**config.mk**
```make
export PLATFORM = sky130hd
export DESIGN_NAME = alu_exec_unit_flat
export DESIGN_NICKNAME = d
export VERILOG_FILES = /design/src/rtl/alu_exec_unit_if.sv /design/src/rtl/alu_exec_unit.sv /design/src/flat_wrapper.sv
export SDC_FILE = /design/constraint.sdc
export NUM_CORES = 1
export LEC_CHECK = 0
export BUFFER_PORTS_ARGS = -buffer_cell sky130_fd_sc_hd__buf_2
export CORE_MARGIN = 8
export CORE_UTILIZATION = 45
export DETAILED_ROUTE_END_ITERATION = 7
export PLACE_DENSITY = 0.77
export SYNTH_ARGS = -nofsm -noshare
export SYNTH_HDL_FRONTEND = slang
export SYNTH_SLANG_ARGS = --single-unit
export TNS_END_PERCENT = 1
```
**constraint.sdc**
```tcl
create_clock -name clk -period 3.5 [get_ports clk]
set_input_delay 0.875 -clock clk [delete_from_list [all_inputs] [get_ports clk]]
set_output_delay 0.875 -clock clk [all_outputs]
set_load 0.01 [all_outputs]
```
**src/rtl/alu_exec_unit_if.sv**
```systemverilog
`default_nettype none
// ============================================================================
// Module   : alu_exec_unit_if
// Purpose  : Request/result bundle between the issue logic and alu_exec_unit.
// Revision : 1.0 - initial release
// ============================================================================
interface alu_exec_unit_if #(
    parameter int WIDTH = 24
);
    logic             start;
    logic [3:0]       alu_ctrl;
    logic [WIDTH-1:0] a;
    logic [WIDTH-1:0] b;
    logic             busy;
    logic             done;
    logic [WIDTH-1:0] result;
    logic             zero;
    logic             overflow;
    logic             illegal;

    modport master (
        output start, alu_ctrl, a, b,
        input  busy, done, result, zero, overflow, illegal
    );

    modport slave (
        input  start, alu_ctrl, a, b,
        output busy, done, result, zero, overflow, illegal
    );
endinterface
`default_nettype wire

```
**src/rtl/alu_exec_unit.sv**
```systemverilog
`default_nettype none
// ============================================================================
// Module   : alu_exec_unit
// Purpose  : Registered execute stage: single-cycle ALU ops plus a 24-step
//            iterative shift-add multiplier behind a busy/done handshake.
// Revision : 1.0 - initial release
// ============================================================================
module alu_exec_unit #(
    parameter int WIDTH = 24
) (
    input  wire logic       clk,
    input  wire logic       rst_n,
    alu_exec_unit_if.slave  bus
);
    localparam logic [3:0] C_AND   = 4'b0000;
    localparam logic [3:0] C_OR    = 4'b0001;
    localparam logic [3:0] C_ADD   = 4'b0010;
    localparam logic [3:0] C_SLT   = 4'b0011;
    localparam logic [3:0] C_ADDLS = 4'b0100;
    localparam logic [3:0] C_XOR   = 4'b0101;
    localparam logic [3:0] C_SLL   = 4'b0110;
    localparam logic [3:0] C_MUL   = 4'b0111;
    localparam logic [3:0] C_SUB   = 4'b1010;
    localparam logic [3:0] C_SUBBR = 4'b1100;
    localparam logic [4:0] C_LAST  = 5'(WIDTH - 1);

    typedef enum logic [0:0] {S_IDLE = 1'b0, S_MUL = 1'b1} state_t;

    state_t           r_state, w_state_nxt;
    logic [4:0]       r_cnt;
    logic [WIDTH-1:0] r_mcand, r_mplier, r_acc;
    logic [WIDTH-1:0] r_result;
    logic             r_zero, r_ovf, r_ill, r_done;

    logic             w_accept, w_is_mul, w_is_sub, w_mul_last;
    logic [WIDTH-1:0] w_b_eff, w_sum, w_res, w_acc_nxt;
    logic             w_ovf, w_ill;

    assign w_accept   = bus.start && (r_state == S_IDLE);
    assign w_is_mul   = (bus.alu_ctrl == C_MUL);
    assign w_mul_last = (r_state == S_MUL) && (r_cnt == C_LAST);

    assign w_is_sub   = (bus.alu_ctrl == C_SUB) || (bus.alu_ctrl == C_SUBBR);
    assign w_b_eff    = w_is_sub ? (~bus.b + WIDTH'(1)) : bus.b;
    assign w_sum      = bus.a + w_b_eff;
    assign w_acc_nxt  = r_acc + (r_mplier[0] ? r_mcand : '0);

    always_ff @(posedge clk or negedge rst_n) begin
        if (!rst_n) begin
            r_state <= S_IDLE;
        end else begin
            r_state <= w_state_nxt;
        end
    end

    always_comb begin
        w_state_nxt = r_state;
        case (r_state)
            S_IDLE:  if (w_accept && w_is_mul) w_state_nxt = S_MUL;
            S_MUL:   if (w_mul_last)           w_state_nxt = S_IDLE;
            default: w_state_nxt = S_IDLE;
        endcase
    end

    always_comb begin
        w_res = '0;
        w_ovf = 1'b0;
        w_ill = 1'b0;
        case (bus.alu_ctrl)
            C_AND: w_res = bus.a & bus.b;
            C_OR:  w_res = bus.a | bus.b;
            C_XOR: w_res = bus.a ^ bus.b;
            C_ADD, C_ADDLS, C_SUB, C_SUBBR: begin
                w_res = w_sum;
                w_ovf = (bus.a[WIDTH-1] == w_b_eff[WIDTH-1]) &&
                        (w_sum[WIDTH-1] != bus.a[WIDTH-1]);
            end
            C_SLT: w_res = {{(WIDTH-1){1'b0}}, ($signed(bus.a) < $signed(bus.b))};
            C_SLL: w_res = (int'(bus.b[4:0]) >= WIDTH) ? '0 : (bus.a << bus.b[4:0]);
            C_MUL: w_res = '0;
            default: w_ill = 1'b1;
        endcase
    end

    // Multiplier operands stay frozen while idle; only the accept edge loads them.
    always_ff @(posedge clk or negedge rst_n) begin
        if (!rst_n) begin
            r_cnt    <= '0;
            r_mcand  <= '0;
            r_mplier <= '0;
            r_acc    <= '0;
            r_result <= '0;
            r_zero   <= 1'b1;
            r_ovf    <= 1'b0;
            r_ill    <= 1'b0;
            r_done   <= 1'b0;
        end else begin
            r_done <= 1'b0;
            r_ill  <= 1'b0;
            if (w_accept) begin
                if (w_is_mul) begin
                    r_mcand  <= bus.a;
                    r_mplier <= bus.b;
                    r_acc    <= '0;
                    r_cnt    <= '0;
                end else begin
                    r_result <= w_res;
                    r_zero   <= (w_res == '0);
                    r_ovf    <= w_ovf;
                    r_ill    <= w_ill;
                    r_done   <= 1'b1;
                end
            end else if (r_state == S_MUL) begin
                r_acc    <= w_acc_nxt;
                r_mcand  <= r_mcand << 1;
                r_mplier <= r_mplier >> 1;
                r_cnt    <= r_cnt + 5'd1;
                if (w_mul_last) begin
                    r_result <= w_acc_nxt;
                    r_zero   <= (w_acc_nxt == '0);
                    r_ovf    <= 1'b0;
                    r_done   <= 1'b1;
                end
            end
        end
    end

    assign bus.busy     = (r_state == S_MUL);
    assign bus.done     = r_done;
    assign bus.result   = r_result;
    assign bus.zero     = r_zero;
    assign bus.overflow = r_ovf;
    assign bus.illegal  = r_ill;
endmodule
`default_nettype wire

```
**src/flat_wrapper.sv**
```systemverilog
// flat-port wrapper written by rule: the top's interface ports become plain ports
module alu_exec_unit_flat 
#(
    parameter int WIDTH = 24
)
  (clk, rst_n, bus_start, bus_alu_ctrl, bus_a, bus_b, bus_busy, bus_done, bus_result, bus_zero, bus_overflow, bus_illegal);
  alu_exec_unit_if #(.WIDTH(WIDTH)) bus_i ();
  input  wire logic clk;
  input  wire logic rst_n;
  input wire logic [$bits(bus_i.start)-1:0] bus_start;
  input wire logic [$bits(bus_i.alu_ctrl)-1:0] bus_alu_ctrl;
  input wire logic [$bits(bus_i.a)-1:0] bus_a;
  input wire logic [$bits(bus_i.b)-1:0] bus_b;
  output wire logic [$bits(bus_i.busy)-1:0] bus_busy;
  output wire logic [$bits(bus_i.done)-1:0] bus_done;
  output wire logic [$bits(bus_i.result)-1:0] bus_result;
  output wire logic [$bits(bus_i.zero)-1:0] bus_zero;
  output wire logic [$bits(bus_i.overflow)-1:0] bus_overflow;
  output wire logic [$bits(bus_i.illegal)-1:0] bus_illegal;
  assign bus_i.start = bus_start;
  assign bus_i.alu_ctrl = bus_alu_ctrl;
  assign bus_i.a = bus_a;
  assign bus_i.b = bus_b;
  assign bus_busy = bus_i.busy;
  assign bus_done = bus_i.done;
  assign bus_result = bus_i.result;
  assign bus_zero = bus_i.zero;
  assign bus_overflow = bus_i.overflow;
  assign bus_illegal = bus_i.illegal;
  alu_exec_unit #(.WIDTH(WIDTH)) u_core (.clk(clk), .rst_n(rst_n), .bus(bus_i));
endmodule
```
* Word-level counts from Yosys, hierarchy flattened
Cells that the tools add are included.
W data, S select, Z words.
** Word-level totals
- Logic and storage cells :: 89
- Output and inout bits :: 29
- Bits of input ports :: 55
- Register bits :: 106
** Cells by class
- Reductions and logical operators :: 14
- Magnitude comparators :: 2
- Shift operators :: 1
- Mux-type cells :: 39
- Add/sub/neg operators :: 4
- Bitwise logic cells :: 5
- Eq/ne operators :: 14
** Operators with widths (count)
- $mux W24 :: 16
- $pmux W24 S6 :: 1
- $add A24 B24 Y24 :: 2
- $logic_not A24 Y1 :: 2
- $add A24 B1 Y24 const B :: 1
- $and A24 B24 Y24 :: 1
- $lt A24 B24 Y1 :: 1
- $not A24 Y24 :: 1
- $or A24 B24 Y24 :: 1
- $shl A24 B5 Y24 :: 1
- $xor A24 B24 Y24 :: 1
- $mux W1 :: 18
- $eq A4 B3 Y1 const B :: 4
- $mux W5 :: 3
- $reduce_or A9 Y1 :: 1
- $eq A4 B2 Y1 const B :: 2
- $eq A4 B4 Y1 const B :: 2
- $add A5 B1 Y5 const B :: 1
- $eq A5 B5 Y1 const B :: 1
- $ge A5 B5 Y1 const B :: 1
- $eq A4 B1 Y1 const B :: 1
- $logic_and A1 B1 Y1 :: 4
- $logic_not A4 Y1 :: 1
- $ne A2 B2 Y1 const B :: 2
- 9 further kinds :: 10

* Longest topological paths before layout
Gate-level depths: netlist of the first run.
- Depth after elaboration :: 9
- Depth in mapped cells :: 22
- Depth with buffers taken out :: 19

* Least setup slack after synthesis of the first run
No wires, ideal clock.
- Path kind :: input-to-reg
- Start point :: input bus_alu_ctrl[0]
- End point :: register u_core.r_zero, in the netlist u_core.bus.zero
- Path slack :: -1.702 ns
- Buffers on the path :: 5
- Arrival time :: 5.142 ns
- Library setup time :: 0.060 ns
- Cell stages on the path :: 21
- Data required time :: 3.440 ns
- Path through :: clkbuf_2 buf_2 nor2_1 buf_2 clkbuf_1 clkbuf_1 and2_0 nand2_1 o21ai_0 inv_1 fa_1 and2b_1 o2111ai_2 a2111oi_4 nor2_2 and3_1 nor4b_2 o221ai_1 a211o_1 a2111oi_0 a211o_1
** On the way
- Longest elaborated chain between the ends :: 8
- Elaborated cells between the ends (all ways) :: 20
- Classes of those cells :: add/sub (1); eq/ne (10); mux (4); reduce/logical (5)
** RTL lines
- start, declared :: RTL line flat_wrapper.sv:11 : input wire logic [$bits(bus_i.alu_ctrl)-1:0] bus_alu_ctrl;
- $eq A4 B4 Y1 :: RTL line alu_exec_unit.sv:43, alu_exec_unit.sv:69
- $logic_or A1 B1 Y1 :: RTL line alu_exec_unit.sv:43 : assign w_is_sub = (bus.alu_ctrl == C_SUB) || (bus.alu_ctrl == C_SUBBR);
- $mux W24 :: RTL line alu_exec_unit.sv:44 : assign w_b_eff = w_is_sub ? (~bus.b + WIDTH'(1)) : bus.b;
- $add A24 B24 Y24 :: RTL line alu_exec_unit.sv:45 : assign w_sum = bus.a + w_b_eff;
- $pmux W24 S6 :: RTL line alu_exec_unit.sv:69 : case (bus.alu_ctrl)
- $logic_not A24 Y1 :: RTL line alu_exec_unit.sv:108 : r_zero <= (w_res == '0);
- $mux W1 :: RTL line alu_exec_unit.sv:101 : if (w_is_mul) begin
- $mux W1 :: RTL line alu_exec_unit.sv:100 : if (w_accept) begin
- end signal, assigned :: RTL line alu_exec_unit.sv:108
- end signal, assigned :: RTL line alu_exec_unit.sv:120 : r_zero <= (w_acc_nxt == '0);
- end, declared :: RTL line alu_exec_unit.sv:33 : logic r_zero, r_ovf, r_ill, r_done;
Parallel ways exist; a longest one is shown, timed or not. The select of a mux whose other input is x is not followed.
A chain may end at the register's enable or synchronous reset.

* Worst setup path after layout of the first run
- Start point :: input bus_b[1]
- End point :: register u_core.r_zero, in the netlist u_core.bus.zero
** On the way
- Longest elaborated chain between the ends :: 8
- Elaborated cells between the ends (all ways) :: 15
- Classes of those cells :: add/sub (2); order compare (2); shift (1); mux (5); bitwise (4); reduce/logical (1)
** RTL lines
- start, declared :: RTL line flat_wrapper.sv:13 : input wire logic [$bits(bus_i.b)-1:0] bus_b;
- $not A24 Y24 :: RTL line alu_exec_unit.sv:44
- $add A24 B1 Y24 :: RTL line alu_exec_unit.sv:44
- $mux W24 :: RTL line alu_exec_unit.sv:44
- $add A24 B24 Y24 :: RTL line alu_exec_unit.sv:45
- $pmux W24 S6 * :: RTL line alu_exec_unit.sv:69
- $logic_not A24 Y1 * :: RTL line alu_exec_unit.sv:108
- $mux W1 * :: RTL line alu_exec_unit.sv:101
- $mux W1 * :: RTL line alu_exec_unit.sv:100
Mark *: on every way between the ends. The rest lies on a longest branch, timed or not. The select of a mux whose other input is x is not followed.

==> flow_summary.toml, run 1 <==
[outcome]
result_of_the_run = "complete, but fails checks"
failing_checks = "setup timing"

[setup_path]
timing.setup.critical_path_class = "input port to flip-flop"
timing.critical_path.required_ns = 3.82
worstSetupEndpointType = "flip-flop"
critical_path.startpoint_type = "input port"
crit_path_max_fanout = 5
worst_r2r_path_depth = 14
rr_endpoint = "u_core.bus.zero$_DFFE_PN1P_"
timing.rr.start = "u_core.r_mcand[0]$_DFFE_PN0P_"
worst-endpoint-arrival_ns = 4.37
critPathLaunch = "bus_b[1]"
reg2reg_slack_ns = -0.12

[yosys]
synth.net_count = 1534
ys_dominant_reg_cell = "dfrtp_1"
post_synth_instance_area_sq_um = 11190
postSynthRegisterBits = 106
synth-seq-area-share_pct = 23.72
async_flop_share_pct = 100.0
synth-warning-count = 0
synth_cell_types = 98
syn-instance-count = 1353
number_of_enable_type_register_cells_in_the_synthesized_netlist = 0
syn_area_per_cell_sq_um = 8.269

[global_route]
wire_length_of_the_first_global_routing_pass_mm = 66.09
grt_antenna_before_repair = 0
grtUsageTotal_pct = 27.35
largest_net_degree_at_the_start_of_global_routing = 73
overflow_left_after_global_routing = 0
number_of_global_route_vias_before_repair = 12036

[drt]
post_detailed_routing_wire_length_mm = 42.00
total_via_count_in_the_routed_design = 12012
vias_per_cell = 5.882
routedWlPerCell_um = 20.57
dr_wl_met3_mm = 3.548
met2RoutedLength_mm = 18.85
antenna_violating_nets_remaining = 0
topRoutingLayerUsed = "met4"
drc = 0
firstDrtPassIters = 5
route.layer.met1.wl_mm = 18.11
dr.first_iter.drc_count = 994

[placement]
dpl.cell_count = 2019
gp_routability_congestion = 1.012
dpl.hpwl_mm = 33.98
placement.setup.worst_slack_ns = -1.162
portBuffers = 83

[die]
initial_core_util_pct = 45.87
die-area_sq_um = 30160
core_area_sq_um = 24390
fp-row-count = 57
io_pins = 84
die_w_um = 173.7
fp.dieH_um = 173.7

[finish]
postLayoutCoreUtil_pct = 61.73
antenna_cells = 0
finalNetCount = 1894
layout_cells_sized_above_1_pct = 32.71
synthToLayoutAreaGrowth_pct = 34.57
layoutNonFillerInstCount = 2042

[pwr]
p_comb_share_pct = 58.4
share_of_power_burned_in_the_clock_network_pct = 14.1
leakage_uw = 0.007213
net-switching-power_uw = 3300
netSwitchingFraction_pct = 44.00
internal_power_uw = 4200
power_frac_seq_pct = 27.5
max-vdd-ir-drop_v = 0.0004723
power_per_cell_area_nw_per_um2 = 498.1

[clock_network]
tritoncts = "done"
worst_setup_hold_path_clk_slew_ns = 0.08
cts-buffers-inserted = 9
clock_tree.root_cell = "clkbuf_16"
clock_path_buffers = 2
h_tree_depth = 3
clk-insertion-delay-late_ns = 0.37
clock-sinks = 106

[timing]
unrepaired_setup_endpoints_after_global_routing = "yes"
timing.final.hold_violations = 0
relSlewSlack_pct = 25.60
fmaxAchievable_mhz = 247.0
worst_slack_ns = -0.5494
final_setup_viols = 17
finalClockSkew_ns = 0.008150
maxSlewViolCount = 0
worst_slew_pin_slew_ns = 1.114
post-route-period-util_pct = 115.7
layout_min_cycle_time_ns = 4.049
hold_ws_ns = 0.2853

[min_path]
hold_path_class = "input port to asynchronous set/reset pin"

[run]
timing.max_cap.violations = 0
routing by layer:
metal | up-vias | global-route usage (%)
li1 | 5612 | -
met1 | 5724 | 36.12
met2 | 569 | 44.20
met3 | 107 | 4.923
met4 | 0 | 9.619
met5 | - | 0
worst max-delay path by stage:
stage / to / cells after the start
detailed placement: u_core.bus.zero$_DFFE_PN1P_ / 20
global placement: u_core.bus.zero$_DFFE_PN1P_ / 19
finish: u_core.bus.zero$_DFFE_PN1P_ / 19
floorplan: u_core.bus.zero$_DFFE_PN1P_ / 21
global route: u_core.bus.zero$_DFFE_PN1P_ / 20
CTS: u_core.bus.zero$_DFFE_PN1P_ / 20
registers in the layout (all words and copies together) (netlist names):
name                 flops
u_core.bus.busy          1
u_core.bus.done          1
u_core.bus.illegal       1
u_core.bus.overflow      1
u_core.bus.result       24
u_core.bus.zero          1
u_core.r_acc            24
u_core.r_cnt             5
u_core.r_mcand          24
u_core.r_mplier         24
layout make-up:
class | instances | area (sq um)
fill | 2170 | 9335
multi-input combinational | 1102 | 8367
timing repair buffer | 423 | 3063
sequential | 106 | 2654
tap | 324 | 405.4
inverter | 71 | 269.0
clock buffer | 9 | 225.2
clock inverter | 7 | 72.57
cells in the final DEF, fill, tap and decap left out, drive strengths merged, types with 10 or more instances in the layout:
cell type  netlist  layout
and3            11      11
a21o            16      16
o211ai          11      11
o21ai          140     140
mux2            18      18
a221oi          10      10
inv             70      73
a21oi           84      84
buf             20     423
nor3            17      17
nor4            11      11
nand3           25      25
a211oi          10      10
mux4            14      14
and2            33      33
o221ai          10      10
xnor2           45      45
a22oi           18      18
mux2i           71      71
a31oi           16      16
dfrtp          105     105
nor2            70      70
xor2            19      19
nand2          190     190
ha             124     124
worst max-delay path, cell delays in order:
cell,delay [ns]
buf_2,0.12
inv_2,0.07
ha_4,0.13
nor4b_4,0.18
buf_4,0.17
and2_4,0.16
nand3_4,0.09
buf_4,0.17
o31ai_2,0.29
buf_4,0.17
xnor2_1,0.14
ha_1,0.33
and3_1,0.22
a22oi_2,0.16
a21bo_2,0.26
nor4_2,0.25
nand4b_1,0.15
nor4_2,0.27
a211o_1,0.15
power groups by stage:
stage | logic (uW) | registers (uW) | clock network (uW)
floorplan | 2480 | 2060 | 0
global placement | 4090 | 2050 | 0
detailed placement | 4190 | 2080 | 0
CTS | 4300 | 2060 | 1080
global route | 4820 | 2120 | 1120
finish | 4380 | 2060 | 1060
metrics by stage:
| step | total power (uW) | setup TNS (ns) | cell area [sq um] |
|---|---|---|---|
| after floorplan | 4536 | -10.41 | 11290 |
| after global placement | 6145 | -14.24 | 14340 |
| after detailed placement | 6268 | -15.67 | 14340 |
| after CTS | 7443 | -4.813 | 14950 |
| after global routing | 8060 | -7.900 | 15060 |
| final | 7500 | -5.002 | 15060 |
logic make-up after synthesis:
family / count (synthesis) / synth area share, %
fa+ha+maj: 126 / 14.23
simple gates: 415 / 17.73
flops: 106 / 23.72
mux: 103 / 11.19
buf+inv: 145 / 5.491
compound gates: 394 / 22.63
xor+xnor: 64 / 5.010
repair_timing:
action                                  in CTS  in global routing
endpoints found under the setup margin      19                 23
hold buffers                                 0                  0
gates resized for setup                     63                 16
pin swaps                                   48                 10
gates cloned                                 0                  0
setup buffers                                7                  1
cell usage after synthesis (25+ instances only):
master    instances  share of area (%)
mux2i_1          70                6.3
o21ai_0         137                6.1
nand3_1          25                1.1
nor2_1           69                2.3
inv_1            67                2.2
xnor2_1          45                3.5
dfrtp_1         105                 23
ha_1            124                 14
and2_1           32                1.8
nand2_1         189                6.3
a21oi_1          83                3.7
clkbuf_1         53                1.8
Note: power is estimated with default switching activity, not from simulation.
==> run 2, diff against run 1 <==
--- a/config.mk
+++ b/config.mk
@@ -9,7 +9,7 @@
 export CORE_MARGIN = 8
 export CORE_UTILIZATION = 45
 export DETAILED_ROUTE_END_ITERATION = 7
-export PLACE_DENSITY = 0.77
+export PLACE_DENSITY = 0.63
 export SYNTH_ARGS = -nofsm -noshare
 export SYNTH_HDL_FRONTEND = slang
 export SYNTH_SLANG_ARGS = --single-unit
==> constraint.sdc (replaced) <==
create_clock -name clk -period 3.5 [get_ports clk]
set_input_delay 0.875 -clock clk [delete_from_list [all_inputs] [get_ports clk]]
set_output_delay 0.875 -clock clk [all_outputs]
set_load 0.02 [all_outputs]
==> run 2 against run 1 <==
Effect of this change:
- first-iteration DRC count fell by 8.9%
- flip-flop and latch count unchanged
- the run still ends with setup timing left
- power grew 4.2%
- largest power group unchanged
- critical endpoint unchanged
- worst setup slack lost 0.076 ns
- hold slack better by 0.17 ns
- critical path depth did not move
- final area grew 1.8%
- die area unchanged
==> flow_summary.toml, run 2 (same netlist as run 1, synthesis figures left out) <==
[drt]
antenna_violating_nets_remaining = 0
post_detailed_routing_wire_length_mm = 42.33
drc = 0
firstDrtPassIters = 5
vias_per_cell = 5.736
routedWlPerCell_um = 20.53
dr.first_iter.drc_count = 906
total_via_count_in_the_routed_design = 11827

[timing]
layout_min_cycle_time_ns = 4.126
worst_slew_pin_slew_ns = 1.079
relSlewSlack_pct = 27.92
maxSlewViolCount = 0
hold_ws_ns = 0.4559
unrepaired_setup_endpoints_after_global_routing = "yes"
timing.final.hold_violations = 0
post-route-period-util_pct = 117.9
worst_slack_ns = -0.6256
final_setup_viols = 17
finalClockSkew_ns = 0.01084
fmaxAchievable_mhz = 242.4

[setup_path]
cpPeakStageDelay_ns = 0.53
timing.critical_path.cells = "buf_6 > xnor2_4 > nor2_4 > and2_4 > nand2_2 > o21ai_2 > inv_2 > fa_2 > and2b_2 > o2111ai_4 > a2111oi_4 > nor2_2 > buf_4 > and3_1 > nor4b_4 > o221ai_1 > a211o_1 > a2111oi_2 > a211o_1"
critical_path.startpoint_type = "input port"
critPathMostFrequentCell = "a211o_1"
worst-endpoint-arrival_ns = 4.44
worstSetupEndpointType = "flip-flop"
slowest_cell_on_the_critical_path = "a2111oi_4"
timing.setup.critical_path_class = "input port to flip-flop"
reg2reg_slack_ns = -0.14
crit_path_max_fanout = 4
timing.critical_path.required_ns = 3.81

[outcome]
result_of_the_run = "complete, but fails checks"
failing_checks = "setup timing"

[placement]
gp_routability_congestion = 0.9854
placedInstanceArea_sq_um = 14320
portBuffers = 83
placement.setup.worst_slack_ns = -1.208
dpl.hpwl_mm = 33.75

[die]
core_area_sq_um = 24390
die_w_um = 173.7
io_pins = 84
die-area_sq_um = 30160
initial_core_util_pct = 45.87
fp.dieH_um = 173.7
fp-row-count = 57

[clock_network]
clock_tree.root_cell = "clkbuf_16"
cts-buffers-inserted = 9
worst_setup_hold_path_clk_slew_ns = 0.09
h_tree_depth = 3
clk-insertion-delay-late_ns = 0.37
cts_hold_repair.buffers = 0
clock-sinks = 106
tritoncts = "done"
clock_path_buffers = 2

[min_path]
hold_path_class = "input port to asynchronous set/reset pin"

[finish]
mostFrequentLayoutCell = "buf_4"
antenna_cells = 0
finalNetCount = 1914
synthToLayoutAreaGrowth_pct = 36.94
most-common-layout-cells = "buf_4, nand2_1, o21ai_0, ha_1, dfrtp_1"
layout_cells_sized_above_1_pct = 34.46
post-route-cell-area_sq_um = 15320

[pwr]
report.power.total_uw = 7816
max-vdd-ir-drop_v = 0.0004201
power_per_cell_area_nw_per_um2 = 510.2
leakage_uw = 0.007338

[global_route]
grt_antenna_before_repair = 1
overflow_left_after_global_routing = 0
grtUsageTotal_pct = 27.24
number_of_global_route_vias_before_repair = 11767
wire_length_of_the_first_global_routing_pass_mm = 65.52
largest_net_degree_at_the_start_of_global_routing = 54

[run]
timing.max_cap.violations = 0
run 2: changes by cell type in the layout (fill, tap and decap cells not counted), moves of 5 or more:
| cell | before | now |
|---|---|---|
| buf_4 | 332 | 349 |
| a21oi_1 | 76 | 71 |
| a21oi_2 | 6 | 11 |
| buf_6 | 4 | 11 |
run 2: worst paths after layout:
kind,end,startpoint,depth (start not counted)
worst max-delay path,u_core.bus.zero$_DFFE_PN1P_,bus_alu_ctrl[1],19
worst min-delay path,u_core.r_cnt[1]$_DFFE_PN0P_,rst_n,1
worst max register to register,u_core.bus.zero$_DFFE_PN1P_,u_core.r_mcand[0]$_DFFE_PN0P_,15
worst min register to register,u_core.r_mplier[1]$_DFFE_PN0P_,u_core.r_mplier[1]$_DFFE_PN0P_,2
max in group asynchronous,u_core.bus.zero$_DFFE_PN1P_,rst_n,2
min in group clk,u_core.r_mplier[1]$_DFFE_PN0P_,u_core.r_mplier[1]$_DFFE_PN0P_,2
run 2: power breakdown:
part | switching, uW | total (uW) | leakage [uW] | internal [uW]
combinational | 2570 | 4650 | 0.00584 | 2080
sequential | 323 | 2060 | 0.00135 | 1730
clock | 592 | 1100 | 0.000146 | 512
run 2: metrics by stage:
step           setup TNS [ns]  utilization [%]  cells
2_1_floorplan          -10.41                -   1353
3_3_place_gp           -16.52            58.71   2020
3_5_place_dp           -16.99            58.71   2020
4_1_cts                -5.863            61.52   2052
5_1_grt                -8.614            62.81   2062
6_report               -5.713            62.81   2062
run 2: metal layers:
metal  share of wire, %  wire (um)  GRT usage, %  vias up
met5                  0          0             0        -
met4                2.6       1085         7.873        0
met3                5.9       2491         3.681       72
met2                 47      19870         45.23      398
met1                 45      18880         36.36     5710
li1                   -          -             -     5647
run 2: layout make-up:
cell class,instances,area [sq um]
Inverter,71,271.5
Sequential cell,106,2654
Tap cell,324,405.4
Clock inverter,7,85.08
Timing Repair Buffer,443,3237
Clock buffer,9,225.2
Fill cell,2182,9070
Multi-Input combinational cell,1102,8443
run 2: critical path: cells and delay by family:
kind | cells | cell delay, ns
fa+ha+maj | 1 | 0.36
buf+inv | 3 | 0.33
simple gates | 7 | 1.17
xor+xnor | 1 | 0.14
compound gates | 7 | 1.54
run 2: timing repair:
| item | in CTS | in global routing |
|---|---|---|
| resized for setup | 61 | 49 |
| pin swaps | 43 | 49 |
| buffers inserted | 16 | 11 |
| cloned | 0 | 0 |
| setup endpoints to repair | 19 | 23 |
